File: src/rtl/alu_pkg.sv
// Shared ALU op codes and exec-stage FSM state type.
package alu_pkg;
  localparam logic [2:0] AOP_AND = 3'b000;
  localparam logic [2:0] AOP_OR  = 3'b001;
  localparam logic [2:0] AOP_XOR = 3'b010;
  localparam logic [2:0] SUB     = 3'b101;
  localparam logic [2:0] ADD_C   = 3'b110;

  typedef enum logic [1:0] {
    IDLE = 2'd0,
    EXEC = 2'd1,
    DONE = 2'd2
  } state_t;
endpackage

File: src/rtl/alu_exec_fsm.sv
// Control for the exec stage: IDLE -> EXEC (one cycle) -> DONE, handshake strobes.
module alu_exec_fsm
  import alu_pkg::*;
(
  input  logic clk,
  input  logic rst,
  input  logic in_valid,
  input  logic out_ready,
  output logic in_ready,
  output logic out_valid,
  output logic accept,
  output logic capture
);
  state_t state, state_nxt;

  always_ff @(posedge clk or posedge rst) begin
    if (rst) state <= IDLE;
    else     state <= state_nxt;
  end

  always_comb begin
    state_nxt = state;
    in_ready  = 1'b0;
    out_valid = 1'b0;
    accept    = 1'b0;
    capture   = 1'b0;
    case (state)
      IDLE: begin
        in_ready = 1'b1;
        if (in_valid) begin
          accept    = 1'b1;
          state_nxt = EXEC;
        end
      end
      EXEC: begin
        capture   = 1'b1;
        state_nxt = DONE;
      end
      DONE: begin
        out_valid = 1'b1;
        if (out_ready) state_nxt = IDLE;
      end
      default: state_nxt = IDLE;
    endcase
  end
endmodule

File: src/rtl/alu_exec_stage.sv
// Registered operand/result wrapper around an external ALU, with carry chaining,
// sticky overflow and a completed-op counter.
module alu_exec_stage
  import alu_pkg::*;
#(
  parameter int N     = 32,
  parameter int CNT_W = 16
) (
  input  logic             clk,
  input  logic             rst,
  input  logic             in_valid,
  output logic             in_ready,
  input  logic [N-1:0]     in_a,
  input  logic [N-1:0]     in_b,
  input  logic [2:0]       in_aop,
  input  logic             in_cin,
  input  logic             in_chain,
  output logic [N-1:0]     alu_a,
  output logic [N-1:0]     alu_b,
  output logic [2:0]       alu_aop,
  output logic             alu_cin,
  input  logic [N-1:0]     alu_out,
  input  logic             alu_zero,
  input  logic             alu_ovf,
  input  logic             alu_cout,
  output logic             out_valid,
  input  logic             out_ready,
  output logic [N-1:0]     out_result,
  output logic             out_zero,
  output logic             out_ovf,
  output logic             out_cout,
  output logic             sticky_ovf,
  input  logic             clr_sticky,
  output logic [CNT_W-1:0] op_count
);
  logic accept, capture, carry_reg;

  alu_exec_fsm u_fsm (
    .clk       (clk),
    .rst       (rst),
    .in_valid  (in_valid),
    .out_ready (out_ready),
    .in_ready  (in_ready),
    .out_valid (out_valid),
    .accept    (accept),
    .capture   (capture)
  );

  // Operands go to the ALU only through these registers.
  always_ff @(posedge clk or posedge rst) begin
    if (rst) begin
      alu_a   <= '0;
      alu_b   <= '0;
      alu_aop <= '0;
      alu_cin <= 1'b0;
    end else if (accept) begin
      alu_a   <= in_a;
      alu_b   <= in_b;
      alu_aop <= in_aop;
      alu_cin <= in_chain ? carry_reg : in_cin;
    end
  end

  always_ff @(posedge clk or posedge rst) begin
    if (rst) begin
      out_result <= '0;
      out_zero   <= 1'b0;
      out_ovf    <= 1'b0;
      out_cout   <= 1'b0;
      carry_reg  <= 1'b0;
      op_count   <= '0;
    end else if (capture) begin
      out_result <= alu_out;
      out_zero   <= alu_zero;
      out_ovf    <= alu_ovf;
      out_cout   <= alu_cout;
      carry_reg  <= alu_cout;
      op_count   <= op_count + CNT_W'(1);
    end
  end

  // A capture takes priority over a concurrent clear so no overflow is lost.
  always_ff @(posedge clk or posedge rst) begin
    if (rst)             sticky_ovf <= 1'b0;
    else if (capture)    sticky_ovf <= sticky_ovf | alu_ovf;
    else if (clr_sticky) sticky_ovf <= 1'b0;
  end
endmodule

File: config.mk
export PLATFORM = sky130hd
export DESIGN_NAME = alu_exec_stage
export DESIGN_NICKNAME = d
export VERILOG_FILES = /design/src/rtl/alu_pkg.sv /design/src/rtl/alu_exec_fsm.sv /design/src/rtl/alu_exec_stage.sv
export SDC_FILE = /design/constraint.sdc
export NUM_CORES = 1
export LEC_CHECK = 0
export CAP_MARGIN = 15
export CORE_MARGIN = 4
export CORE_UTILIZATION = 43
export DETAILED_ROUTE_END_ITERATION = 6
export PLACE_DENSITY = 0.85
export REMOVE_ABC_BUFFERS = 1
export SLEW_MARGIN = 40
export SYNTH_ARGS = -nofsm -noshare
export SYNTH_HDL_FRONTEND = slang
export SYNTH_HIERARCHICAL = 1
export SYNTH_SLANG_ARGS = --single-unit
File: constraint.sdc
create_clock -name clk -period 5.7 [get_ports clk]
set_input_delay 0.855 -clock clk [delete_from_list [all_inputs] [get_ports clk]]
set_output_delay 0.855 -clock clk [all_outputs]
set_load 0.02 [all_outputs]
==> flow_summary.ini, run 1 <==
[critical_path]
r2r_setup_slack_ps = 3480
r2r_end = alu_b[27]
cp_num_buf_inv = 1
critical_path_depth = 2
reg2reg_from = u_fsm/state[1]
cp_cell_sequence = nor2b_1 > clkdlybuf4s50_1
crit_path_top_delay_cell = clkdlybuf4s50_1
worst-path-max-fanout = 3
cp.required_ps = 4850
end_kind = output pin
cp-endpoint = out_valid
cp.arrival_ps = 1760
reg2regPathDepth = 4
cp_top_family = buffers and inverters
path_class = flop to output pin
startpoint = u_fsm/state[1]
critPathMaxStageDelay_ps = 650
start_kind = flop

[cts]
cts-resized-gates = 0
cts_buffer_depth = 2
post_cts.repair.setup_buffers = 0
cts.htree.levels = 4
cts.sinks = 122
clkLatencyLatePin_ps = 510
root_buffer = clkbuf_8
clkTransAtPathRegs_ps = 60
cts_hold_buffers = 0
numCtsBuffers = 17
cts_tree = built

[drt]
vias = 3339
drc_errors = 0
drtAntennaViolNets = 0
wl_per_cell_um = 18.1
drt_iter0_drc = 103
vias_per_cell = 4.89
routed_wl_um = 12300
firstDrtPassIters = 4

[synth]
synth_area_um2 = 4690
synth-main-ff-cell = dfrtp_1
synth-seq-cells = 122
ys_seq_area_share_pct = 65.0
async_flop_share_pct = 100
yosysUniqueCellTypes = 25
ys_warn_count = 6
netlist_instances = 295
synth_edf_count = 0
avgSynthCellArea_um2 = 15.9

[worst_hold_path]
hp-class = flop to flop

[run]
cap_viol_max_count = 0

[placement]
port_buffers = 230
gp_congestion = 0.805
dp_hpwl_um = 9200
place_ws_ps = 2750
placed_cells = 651

[pwr]
leakage_nw = 3.26
p_total_mw = 4.74
p_per_area_nw_per_um2 = 610
ir_drop_v = 0.000389

[global_route]
grt_pass1_vias = 3913
antenna_found_initial = 0
grt_max_degree = 64
grt_use_total_pct = 20.2
overflow = 0
grt_pass1_wl_um = 19900

[layout]
nets = 644
layout-drive-gt1-share_pct = 26.3
largestRegisters = alu_a: 32 flops, alu_b: 32 flops, out_result: 32 flops
syn_to_final_growth_pct = 65.4
most-common-layout-cells = clkdlybuf4s50_1 (230), dfrtp_1 (122), mux2_2 (101)
fillers = 687
instances_no_fill = 683
diodes = 0
mostFrequentLayoutCell = clkdlybuf4s50_1

[floorplan]
num_rows = 37
io_pins = 231
fp.dieArea_um2 = 12700
start_util_pct = 44.9
die_y_um = 112
dieWidth_um = 112
core_area_um2 = 10500

[timing]
relSlewSlack_pct = 52.3
max_freq_mhz = 383
tightest_slew_ps = 715
hold_violations = 0
fin_crit_ps = 2610
rsz0062_at_grt = no
period_share_pct = 45.9
slew_violations = 0
setup_viol = 0
skew_ps = 6.70
setup_ws_ps = 3090
tns_ps = 0

[outcome]
outcome = complete, no violations
-- synth_stat cells, types with 2 or more instances --
library cell / n / area, um2
nor2_1: 5 / 18.8
inv_1: 6 / 22.5
xor2_1: 10 / 87.6
nor4_2: 3 / 37.5
nor3_1: 4 / 20.0
nand4_2: 2 / 25.0
o21ai_0: 2 / 10.0
xnor2_1: 5 / 43.8
nand2_1: 4 / 15.0
nand4_1: 2 / 12.5
mux2_2: 101 / 1140
buf_2: 11 / 55.1
nor2b_1: 2 / 12.5
and2_1: 2 / 12.5
mux2_1: 2 / 22.5
dfrtp_1: 122 / 3050
nand3_1: 4 / 20.0
-- stage by stage --
step,instance area [um2],hold WS (ps),util (%)
final,7760,488,74.2
after global routing,7760,514,74.2
after CTS,7760,495,74.2
after detailed placement,7130,476,68.2
after global placement,7130,457,68.2
after floorplan,4630,578,-
-- how the worst min path moves through the flow --
stage / from / end / slack [ps] / cells after the start
3_3_place_gp: op_count[15] / op_count[15] / 460 / 1
6_report: op_count[15] / op_count[15] / 490 / 1
3_5_place_dp: alu_b[2] / alu_b[2] / 480 / 1
2_1_floorplan: op_count[15] / op_count[15] / 580 / 1
4_1_cts: op_count[15] / op_count[15] / 500 / 1
5_1_grt: alu_aop[0] / alu_aop[0] / 510 / 1
-- metal layers --
metal	GRT usage, %	vias to the layer above	part of all wire [%]
met4	8.25	0	2.4
met5	0	-	0
met3	7.92	24	8.2
met2	36.4	150	53
met1	20.8	1650	36
li1	-	1515	-
-- final cells by class --
type / count / area [um2] / share of cell area [%]
Clock buffer: 22 / 463 / 5.96
Clock inverter: 10 / 165 / 2.13
Inverter: 6 / 27.5 / 0.354
Multi-Input combinational cell: 154 / 1560 / 20.1
Sequential cell: 122 / 3050 / 39.3
Tap cell: 136 / 170 / 2.19
Timing Repair Buffer: 233 / 2320 / 29.9
-- kinds of logic after synthesis --
| logic type | count (synthesis) | share of synthesized area [%] |
|---|---|---|
| multiplexers | 104 | 24.9 |
| AND/OR/NAND/NOR | 30 | 4.61 |
| adder cells (fa/ha/maj) | 1 | 0.266 |
| XOR/XNOR | 15 | 2.80 |
| AO/OA/AOI/OAI | 4 | 0.480 |
| buffers and inverters | 19 | 1.89 |
| flip-flops | 122 | 65.0 |
-- power by group --
group / leakage, nW / internal, mW / switching [mW]
Sequential: 1.46 / 1.27 / 0.244
Combinational: 1.50 / 1.13 / 0.973
Clock: 0.297 / 0.745 / 0.370
Note: power is estimated with default switching activity, not from simulation.
==> run 2: changes to the inputs <==
CORE_UTILIZATION = 40   (was 43)
PLACE_DENSITY = 0.8   (was 0.85)
clock period = 2.6 ns   (was 5.7 ns; I/O delays follow)
==> run 2 against run 1 <==
Against the previous run:
- clock power rose by 100%
- via count fell by 0.78%
- critical path type unchanged
- power rose by 120%
- critical endpoint is now in_ready
==> flow_summary.ini, run 2 (synthesized netlist as in run 1, its figures left out) <==
[outcome]
outcome = complete, no violations

[layout]
nets = 645
multi_input_area_um2 = 1560
layout-drive-gt1-share_pct = 26.6
most-common-layout-cells = clkdlybuf4s50_1 (230), dfrtp_1 (122), mux2_2 (101)
seqCellArea_um2 = 3050
diodes = 0
mostFrequentLayoutCell = clkdlybuf4s50_1
largestRegisters = alu_a: 32 flops, alu_b: 32 flops, out_result: 32 flops
syn_to_final_growth_pct = 65.5
fin_area_um2 = 7770
final_core_util_pct = 67.7
fillers = 827

[cts]
numCtsBuffers = 17
cts_hold_buffers = 0
cts_buffer_depth = 2
clkLatencyLatePin_ps = 410
cts.htree.levels = 4
cts.sinks = 122
cts_tree = built
clkTransAtPathRegs_ps = 60
cts-resized-gates = 0
root_buffer = clkbuf_16
post_cts.repair.setup_buffers = 0

[drt]
drc_errors = 0
drt_iter0_drc = 99
firstDrtPassIters = 4
drtAntennaViolNets = 0
routed_wl_um = 12000
wl_per_cell_um = 17.4
vias = 3313
vias_per_cell = 4.79

[timing]
max_freq_mhz = 481
skew_ps = 6.27
tightest_slew_ps = 426
fin_crit_ps = 2080
hold_violations = 0
setup_ws_ps = 521
setup_viol = 0
period_share_pct = 79.9
slew_violations = 0
rsz0062_at_grt = no
relSlewSlack_pct = 71.6

[critical_path]
path_class = flop to output pin
cp_cell_sequence = nor2_1 > clkdlybuf4s50_1
reg2regPathDepth = 4
critPathMaxStageDelay_ps = 660
reg2reg_from = u_fsm/state[1]
start_kind = flop
end_kind = output pin
r2r_end = alu_b[7]
cp.required_ps = 2210
worst-path-max-fanout = 3
cp.arrival_ps = 1690
r2r_setup_slack_ps = 890
crit_path_top_delay_cell = clkdlybuf4s50_1

[pwr]
leakage_nw = 3.25
ir_drop_v = 0.000931
p_total_mw = 10.2
p_per_area_nw_per_um2 = 1320

[global_route]
antenna_found_initial = 0
grt_use_total_pct = 18.0
overflow = 0
grt_pass1_vias = 3638
grt_max_degree = 70
grt_pass1_wl_um = 18400

[floorplan]
num_rows = 39
die_y_um = 116
core_area_um2 = 11500
start_util_pct = 40.9
io_pins = 231
dieWidth_um = 116
fp.dieArea_um2 = 13500

[worst_hold_path]
hp-class = input port to async pin

[placement]
port_buffers = 230
place_ws_ps = 715
gp_congestion = 0.752
place_area_um2 = 7190
dp_hpwl_um = 9080

[run]
cap_viol_max_count = 0
[run 2: cell types whose count changed in the layout (fill, tap and decap cells not counted), moves of 2 or more]
cell | previous run | this run
buf_4 | 3 | 1
clkinv_2 | 1 | 5
bufinv_16 | 4 | 2
clkbuf_8 | 4 | 2
buf_12 | 0 | 3
[run 2: final cells by class]
type | count | share of cell area, %
Inverter | 6 | 0.322
Tap cell | 143 | 2.30
Clock buffer | 20 | 5.88
Multi-Input combinational cell | 154 | 20.1
Timing Repair Buffer | 234 | 30.5
Clock inverter | 12 | 1.59
Sequential cell | 122 | 39.3
[run 2: routing by layer]
metal | GRT usage (%) | vias to the layer above | part of all wire, %
met5 | 0 | - | 0
met4 | 8.89 | 0 | 2.8
met3 | 8.13 | 27 | 10
met2 | 30.7 | 143 | 51
met1 | 18.9 | 1624 | 36
li1 | - | 1519 | -
[run 2: worst max-delay path: cells and delay by family (launching register included)]
kind	cells	cell delay (ps)
DFF	1	410
buffers and inverters	1	660
and+or+nand+nor	1	210
[run 2: report_power, final]
part | switching (mW) | internal (mW) | leakage (nW)
logic | 2.13 | 2.50 | 1.52
registers | 0.510 | 2.79 | 1.46
clock network | 0.839 | 1.45 | 0.278
[run 2: metrics by stage]
stage,setup TNS (ps),std cells,hold slack (ps)
after floorplan,-158800,282,131
after global placement,0,659,460
after detailed placement,0,659,479
after CTS,0,691,214
after global routing,0,691,237
final,0,691,226
[run 2: how the worst max path moves through the flow]
stage                endpoint            from  cells past startpoint
floorplan            alu_a[0]             rst                      1
global placement    alu_a[17]        in_valid                      4
detailed placement   alu_b[7]        in_valid                      4
CTS                  in_ready  u_fsm/state[1]                      2
global route        out_valid  u_fsm/state[1]                      2
finish               in_ready  u_fsm/state[1]                      2
